$ cat src/rtl/cnn_pkg.sv
// Shared constants and types for the CNN classification collector.
package cnn_pkg;

    localparam int NUM_CLASSES = 10;
    localparam int SCORE_W     = 113;
    localparam int IDX_W       = 4;
    localparam int CNT_W       = 16;

    // Collector control states: waiting for a frame, ranking scores, presenting a record.
    typedef enum logic [1:0] {
        IDLE = 2'd0,
        SCAN = 2'd1,
        HOLD = 2'd2
    } state_t;

    // Most-negative score; seeds the runner-up so any real score displaces it.
    localparam logic signed [SCORE_W-1:0] SCORE_MIN = {1'b1, {(SCORE_W-1){1'b0}}};

endpackage

$ cat src/rtl/score_rank_update.sv
// Combinational best/runner-up update for one candidate score.
// Strict compares keep the lower index on ties for both places.
module score_rank_update #(
    parameter int SCORE_W = cnn_pkg::SCORE_W,
    parameter int IDX_W   = cnn_pkg::IDX_W
) (
    input  logic signed [SCORE_W-1:0] best_score,
    input  logic        [IDX_W-1:0]   best_idx,
    input  logic signed [SCORE_W-1:0] second_score,
    input  logic        [IDX_W-1:0]   second_idx,
    input  logic signed [SCORE_W-1:0] cand_score,
    input  logic        [IDX_W-1:0]   cand_idx,
    output logic signed [SCORE_W-1:0] new_best_score,
    output logic        [IDX_W-1:0]   new_best_idx,
    output logic signed [SCORE_W-1:0] new_second_score,
    output logic        [IDX_W-1:0]   new_second_idx
);

    // Candidate either takes the lead (old leader drops to second) or only beats the runner-up.
    always_comb begin
        new_best_score   = best_score;
        new_best_idx     = best_idx;
        new_second_score = second_score;
        new_second_idx   = second_idx;
        if (cand_score > best_score) begin
            new_second_score = best_score;
            new_second_idx   = best_idx;
            new_best_score   = cand_score;
            new_best_idx     = cand_idx;
        end else if (cand_score > second_score) begin
            new_second_score = cand_score;
            new_second_idx   = cand_idx;
        end
    end

endmodule

$ cat src/rtl/cnn_class_collector.sv
// Captures the FC-stage class scores on each fc_done rising edge, re-ranks them
// serially, cross-checks the CNN's argmax and hands out one record per image.
module cnn_class_collector #(
    parameter int SCORE_W     = cnn_pkg::SCORE_W,
    parameter int NUM_CLASSES = cnn_pkg::NUM_CLASSES,
    parameter int IDX_W       = cnn_pkg::IDX_W,
    parameter int CNT_W       = cnn_pkg::CNT_W
) (
    input  logic                      clk,
    input  logic                      rst,
    input  logic                      fc_done,
    input  logic        [IDX_W-1:0]   cnn_result,
    input  logic signed [SCORE_W-1:0] prob_0,
    input  logic signed [SCORE_W-1:0] prob_1,
    input  logic signed [SCORE_W-1:0] prob_2,
    input  logic signed [SCORE_W-1:0] prob_3,
    input  logic signed [SCORE_W-1:0] prob_4,
    input  logic signed [SCORE_W-1:0] prob_5,
    input  logic signed [SCORE_W-1:0] prob_6,
    input  logic signed [SCORE_W-1:0] prob_7,
    input  logic signed [SCORE_W-1:0] prob_8,
    input  logic signed [SCORE_W-1:0] prob_9,
    output logic                      out_valid,
    input  logic                      out_ready,
    output logic        [IDX_W-1:0]   class_idx,
    output logic        [IDX_W-1:0]   runner_idx,
    output logic signed [SCORE_W-1:0] best_score,
    output logic        [SCORE_W:0]   margin,
    output logic                      mismatch,
    output logic                      busy,
    output logic        [CNT_W-1:0]   img_count,
    output logic        [CNT_W-1:0]   err_count,
    output logic        [CNT_W-1:0]   drop_count
);

    import cnn_pkg::state_t;
    import cnn_pkg::IDLE;
    import cnn_pkg::SCAN;
    import cnn_pkg::HOLD;

    localparam int NUM_INPUTS = 10;
    localparam logic signed [SCORE_W-1:0] SCORE_MIN  = {1'b1, {(SCORE_W-1){1'b0}}};
    localparam logic        [IDX_W:0]     SCAN_FIRST = (IDX_W+1)'(1);
    // One extra SCAN cycle after the last class registers the record from settled best/second.
    localparam logic        [IDX_W:0]     SCAN_END   = (IDX_W+1)'(NUM_CLASSES);

    state_t state, state_next;

    logic                      fc_done_q;
    logic                      start;
    logic signed [SCORE_W-1:0] probs   [NUM_INPUTS];
    logic signed [SCORE_W-1:0] score_r [NUM_INPUTS];
    logic        [IDX_W-1:0]   cnn_q;
    logic        [IDX_W:0]     scan_idx;
    logic signed [SCORE_W-1:0] best_s, second_s;
    logic        [IDX_W-1:0]   best_i, second_i;
    logic signed [SCORE_W-1:0] upd_best_s, upd_second_s;
    logic        [IDX_W-1:0]   upd_best_i, upd_second_i;
    logic signed [SCORE_W:0]   diff;

    assign probs[0] = prob_0;
    assign probs[1] = prob_1;
    assign probs[2] = prob_2;
    assign probs[3] = prob_3;
    assign probs[4] = prob_4;
    assign probs[5] = prob_5;
    assign probs[6] = prob_6;
    assign probs[7] = prob_7;
    assign probs[8] = prob_8;
    assign probs[9] = prob_9;

    assign start = fc_done & ~fc_done_q;

    // Sign-extended difference; best never ranks below second, so this is non-negative.
    assign diff = {best_s[SCORE_W-1], best_s} - {second_s[SCORE_W-1], second_s};

    score_rank_update #(
        .SCORE_W (SCORE_W),
        .IDX_W   (IDX_W)
    ) u_rank (
        .best_score       (best_s),
        .best_idx         (best_i),
        .second_score     (second_s),
        .second_idx       (second_i),
        .cand_score       (score_r[scan_idx[IDX_W-1:0]]),
        .cand_idx         (scan_idx[IDX_W-1:0]),
        .new_best_score   (upd_best_s),
        .new_best_idx     (upd_best_i),
        .new_second_score (upd_second_s),
        .new_second_idx   (upd_second_i)
    );

    // State register.
    always_ff @(posedge clk or negedge rst) begin
        if (!rst) state <= IDLE;
        else      state <= state_next;
    end

    // Next-state decode and busy flag.
    always_comb begin
        state_next = state;
        busy       = 1'b0;
        unique case (state)
            IDLE: if (start) state_next = SCAN;
            SCAN: begin
                busy = 1'b1;
                if (scan_idx == SCAN_END) state_next = HOLD;
            end
            HOLD: begin
                busy = 1'b1;
                if (out_ready) state_next = IDLE;
            end
            default: state_next = IDLE;
        endcase
    end

    // Capture, serial ranking, record presentation and statistics counters.
    always_ff @(posedge clk or negedge rst) begin
        if (!rst) begin
            fc_done_q  <= 1'b0;
            for (int k = 0; k < NUM_INPUTS; k++) score_r[k] <= '0;
            cnn_q      <= '0;
            scan_idx   <= '0;
            best_s     <= '0;
            best_i     <= '0;
            second_s   <= '0;
            second_i   <= '0;
            out_valid  <= 1'b0;
            class_idx  <= '0;
            runner_idx <= '0;
            best_score <= '0;
            margin     <= '0;
            mismatch   <= 1'b0;
            img_count  <= '0;
            err_count  <= '0;
            drop_count <= '0;
        end else begin
            fc_done_q <= fc_done;
            if (start && state != IDLE) drop_count <= drop_count + CNT_W'(1);
            unique case (state)
                IDLE: begin
                    if (start) begin
                        for (int k = 0; k < NUM_INPUTS; k++) score_r[k] <= probs[k];
                        cnn_q    <= cnn_result;
                        best_s   <= probs[0];
                        best_i   <= '0;
                        second_s <= SCORE_MIN;
                        second_i <= '0;
                        scan_idx <= SCAN_FIRST;
                    end
                end
                SCAN: begin
                    if (scan_idx != SCAN_END) begin
                        best_s   <= upd_best_s;
                        best_i   <= upd_best_i;
                        second_s <= upd_second_s;
                        second_i <= upd_second_i;
                        scan_idx <= scan_idx + (IDX_W+1)'(1);
                    end else begin
                        class_idx  <= best_i;
                        runner_idx <= second_i;
                        best_score <= best_s;
                        margin     <= $unsigned(diff);
                        mismatch   <= (best_i != cnn_q);
                        out_valid  <= 1'b1;
                    end
                end
                HOLD: begin
                    if (out_ready) begin
                        out_valid <= 1'b0;
                        img_count <= img_count + CNT_W'(1);
                        if (mismatch) err_count <= err_count + CNT_W'(1);
                    end
                end
                default: ;
            endcase
        end
    end

endmodule

$ cat config.mk
export PLATFORM = sky130hd
export DESIGN_NAME = cnn_class_collector
export DESIGN_NICKNAME = d
export VERILOG_FILES = /design/src/rtl/cnn_pkg.sv /design/src/rtl/score_rank_update.sv /design/src/rtl/cnn_class_collector.sv
export SDC_FILE = /design/constraint.sdc
export NUM_CORES = 2
export LEC_CHECK = 0
export ABC_AREA = 0
export BUFFER_PORTS_ARGS = -buffer_cell sky130_fd_sc_hd__clkbuf_2
export CAP_MARGIN = 20
export CORE_AREA = 3 3 549 551
export DETAILED_ROUTE_END_ITERATION = 8
export DIE_AREA = 0 0 552 554
export PLACE_DENSITY_LB_ADDON = 0.12
export RECOVER_POWER = 100
export SYNTH_ARGS = -nofsm -noshare
export SYNTH_HDL_FRONTEND = slang
export SYNTH_SLANG_ARGS = --single-unit
$ cat constraint.sdc
create_clock -name clk -period 4.6 [get_ports clk]
set_input_delay 0.46 -clock clk [delete_from_list [all_inputs] [get_ports clk]]
set_output_delay 0.46 -clock clk [all_outputs]
set_load 0.005 [all_outputs]
==> impl_metrics.tcl <==
set metrics [dict create \
    p_per_area_nw_per_um2 868 \
    hold_class "in -> reg" \
    cts_buffer_depth 4 \
    max_stage_delay_ns 0.49 \
    rsz0062_at_grt "yes" \
    layout.cells.non_filler 14200 \
    drt_wl_total_mm 370 \
    routed_via_density 4.89 \
    grt_pass1_vias 73500 \
    cts_made_buffers 204 \
    dp_hpwl_mm 280 \
    rows 200 \
    crit_path_max_fanout 8 \
    synth_top_area_cell "dfrtp_1" \
    via_count 69700 \
    power.leakage_nw 55.0 \
    finalMaxSlewViolations 235 \
    crit_required_ns 5.33 \
    place_area_um2 101000 \
    areaGrowthSynthToFinish_pct 41.4 \
    setup_ws_ns -0.886 \
    coreArea_um2 297000 \
    gr-total-overflow 0 \
    power_frac_comb 0.593 \
    ys_seq_elements 1661 \
    antenna_found_initial 31 \
    grt_first_pass_wirelength_mm 525 \
    power.switching_w 0.0431 \
    period_share 1.19 \
    start_kind "flip-flop" \
    worstMarginPinSlew_ns 3.94 \
    clock-sinks 1661 \
    hold_end "score_r[1122]" \
    min_path_cells 3 \
    crit_arrival_ns 6.21 \
    multi_input_area_um2 41800 \
    maxCapViolations 6 \
    initial_core_util 0.288 \
    cts_tree "built" \
    die_h_um 554 \
    finalNetCount 11600 \
    layout.area.seq_um2 41600 \
    drtIter0Drc 4408 \
    synth_edf_count 0 \
    num_io_pins 1424 \
    grt_max_degree 138 \
    ir_worst_vdd_v 0.000631 \
    end_kind "flip-flop" \
    seqPwrFrac 0.246 \
    die_w_um 552 \
    avgSynthCellArea_um2 11.9 \
    synthDistinctLibCells 76 \
    clock_skew_ns 0.0475 \
    whs_ns 0.0635 \
    die_area_um2 306000 \
    worstPathCellList "buf_8 -> buf_12 -> buf_4 -> mux4_2 -> mux2i_1 -> o22ai_1 -> ha_1 -> nand4_1 -> buf_4 -> or3_1 -> o221ai_2 -> a21oi_1 -> buf_4 -> a211oi_4 -> buf_4 -> nor4_4 -> o31ai_4 -> buf_12 -> o211ai_1 -> buf_4 -> clkbuf_16 -> clkbuf_16 -> mux2i_1" \
    violations "capacitance limit, slew limit, setup timing" \
    syn_inst 7181 \
    fin_util 0.407 \
    yosysSeqAreaShare 0.486 \
    netSwitchingFraction 0.411 \
    r2r_setup_slack_ns -0.89 \
    htree_levels 4 \
    remaining_drc_errors 0 \
    synth_top_area_frac 0.486 \
    ys_dominant_reg_cell "dfrtp_1" \
    fill_cells 28700 \
    gp_congestion 0.864 \
    reg2reg_from "scan_idx[0]" \
    yosysMostFrequentCell "dfrtp_1" \
    clkPwrFrac 0.161 \
    clkLatencyLatePin_ns 0.89 \
    intPower_w 0.0618 \
    netlist_top_cells_area "dfrtp_1, mux2_2, mux4_2" \
    synth_commonest_cells "dfrtp_1, mux2_2, nand2_1, o21ai_0, ha_1" \
    synth_nets 8667 \
    fin_crit_ns 5.49 \
    synth_area_um2 85500 \
    run_status "finished, violations left" \
    antenna_left 0 \
    clk_pin_slew_ns 0.06 \
    wire_per_inst_um 26.0 \
    timing.rr.end "second_s[46]" \
    fin_area_um2 121000 \
    yosysWarnings 0 \
    drt-pass1-iter-count 6 \
    path_common_cell "buf_4" \
    synthArstFlopShare 1.00 \
    hold_violations 0 \
    placedCellCount 12600 \
    ctsRootBufferMaster "clkbuf_16" \
    tns_ns -182.62 \
    worst-setup-path-type "reg -> reg" \
    layout-drive-gt1-share 0.353 \
    min-delay-start "prob_0[105]" \
    grt_usage 0.231 \
    slew_headroom -1.63 \
    setup_viol 234 \
    worst_r2r_path_depth 23 \
    crit_path_top_delay_cell "dfrtp_4" \
    portBuffers 1423 \
    clock.fmax_mhz 182 \
]
[power by group through the flow]
stage          Clock, W  Combinational (W)  Sequential [W]
6_report         0.0169             0.0623          0.0258
5_1_grt          0.0179             0.0674          0.0265
4_1_cts          0.0174             0.0585          0.0258
3_5_place_dp          0             0.0553          0.0260
3_3_place_gp          0             0.0548          0.0258
2_1_floorplan         0             0.0337          0.0240
[per-stage QoR]
step,power [W],worst slack (ns)
5_1_grt,0.112,-1.08
3_3_place_gp,0.0806,-2.17
3_5_place_dp,0.0813,-2.13
4_1_cts,0.102,-0.989
6_report,0.105,-0.886
2_1_floorplan,0.0577,0.00327
[cells in the final DEF, fill, tap and decap left out, types with 58 or more instances in the layout]
cell           Yosys  layout
nor2_1           131     129
dlygate4sd3_1      0    1131
xnor2_1           87      87
inv_1            326     326
xor2_1            60      60
clkbuf_16          0     231
dfrtp_1         1661    1657
a21o_1           118     118
mux2_2          1254    1198
buf_12             0      67
o22ai_1          114      93
nand4_1           98      98
clkbuf_1         337     353
nand2_1          766     757
buf_4              3     366
o21ai_0          514     473
a21boi_0          58      58
clkbuf_2           0    1172
mux4_2           226     226
a21oi_1          232     229
ha_1             347     346
mux2i_1          345     331
[how the worst max path moves through the flow]
stage	startpoint	end	slack (ns)	depth (start not counted)
floorplan	scan_idx[0]	second_s[100]	0.003	18
global placement	scan_idx[0]	second_s[61]	-2.17	22
detailed placement	scan_idx[0]	second_s[37]	-2.13	24
CTS	scan_idx[0]	second_s[63]	-0.99	23
global route	scan_idx[0]	second_s[49]	-1.08	24
finish	scan_idx[0]	second_s[46]	-0.89	23
[cells by family after synthesis]
kind of cell    count (synthesis)  synth area share
compound gates               1237            0.0857
xor+xnor                      147            0.0151
fa+ha+maj                     348            0.0510
buf+inv                       745            0.0336
flops                        1661             0.486
mux                          1828             0.266
simple gates                 1215            0.0625
[flip-flops by register name, indices dropped and copies added (netlist names)]
register and cells:
second_s 113, margin 114, mismatch 1, runner_idx 4
out_valid 1, fc_done_q 1, scan_idx 5, cnn_q 4
score_r 1130, class_idx 4, img_count 16, best_score 113
second_i 4, state 2, err_count 16, best_i 4
drop_count 16, best_s 113
[critical path: cells and delay by family, from the launching register on]
kind	cells	cell delay (ns)
buffers and inverters	10	1.81
AOI/OAI and AO/OA	6	1.24
muxes	3	0.76
and+or+nand+nor	3	0.66
DFF	1	0.49
adders and majority gates	1	0.33
[cell type report]
type / count / share of cell area
multi-input cells: 4775 / 0.346
flip-flops and latches: 1661 / 0.344
repair buffers: 3148 / 0.201
clock buffers: 301 / 0.0492
well taps: 3939 / 0.0408
inverters: 327 / 0.0102
clock inverters: 74 / 0.00797
diodes: 15 / 0.000311
[per-layer routing]
metal / share of wire / track usage
met1: 0.44 / 0.302
met2: 0.48 / 0.386
met3: 0.045 / 0.0368
met4: 0.041 / 0.0859
met5: 0.000089 / 0
[what timing repair did]
item | in CTS | in global routing
hold buffers | 1131 | 0
buffers inserted | 43 | 47
pin swaps | 17 | 40
cloned | 8 | 32
resized for setup | 105 | 198
setup endpoints to repair | 234 | 235
endpoints found under the hold margin | 1273 | 0
(Power assumes the default switching activity.)
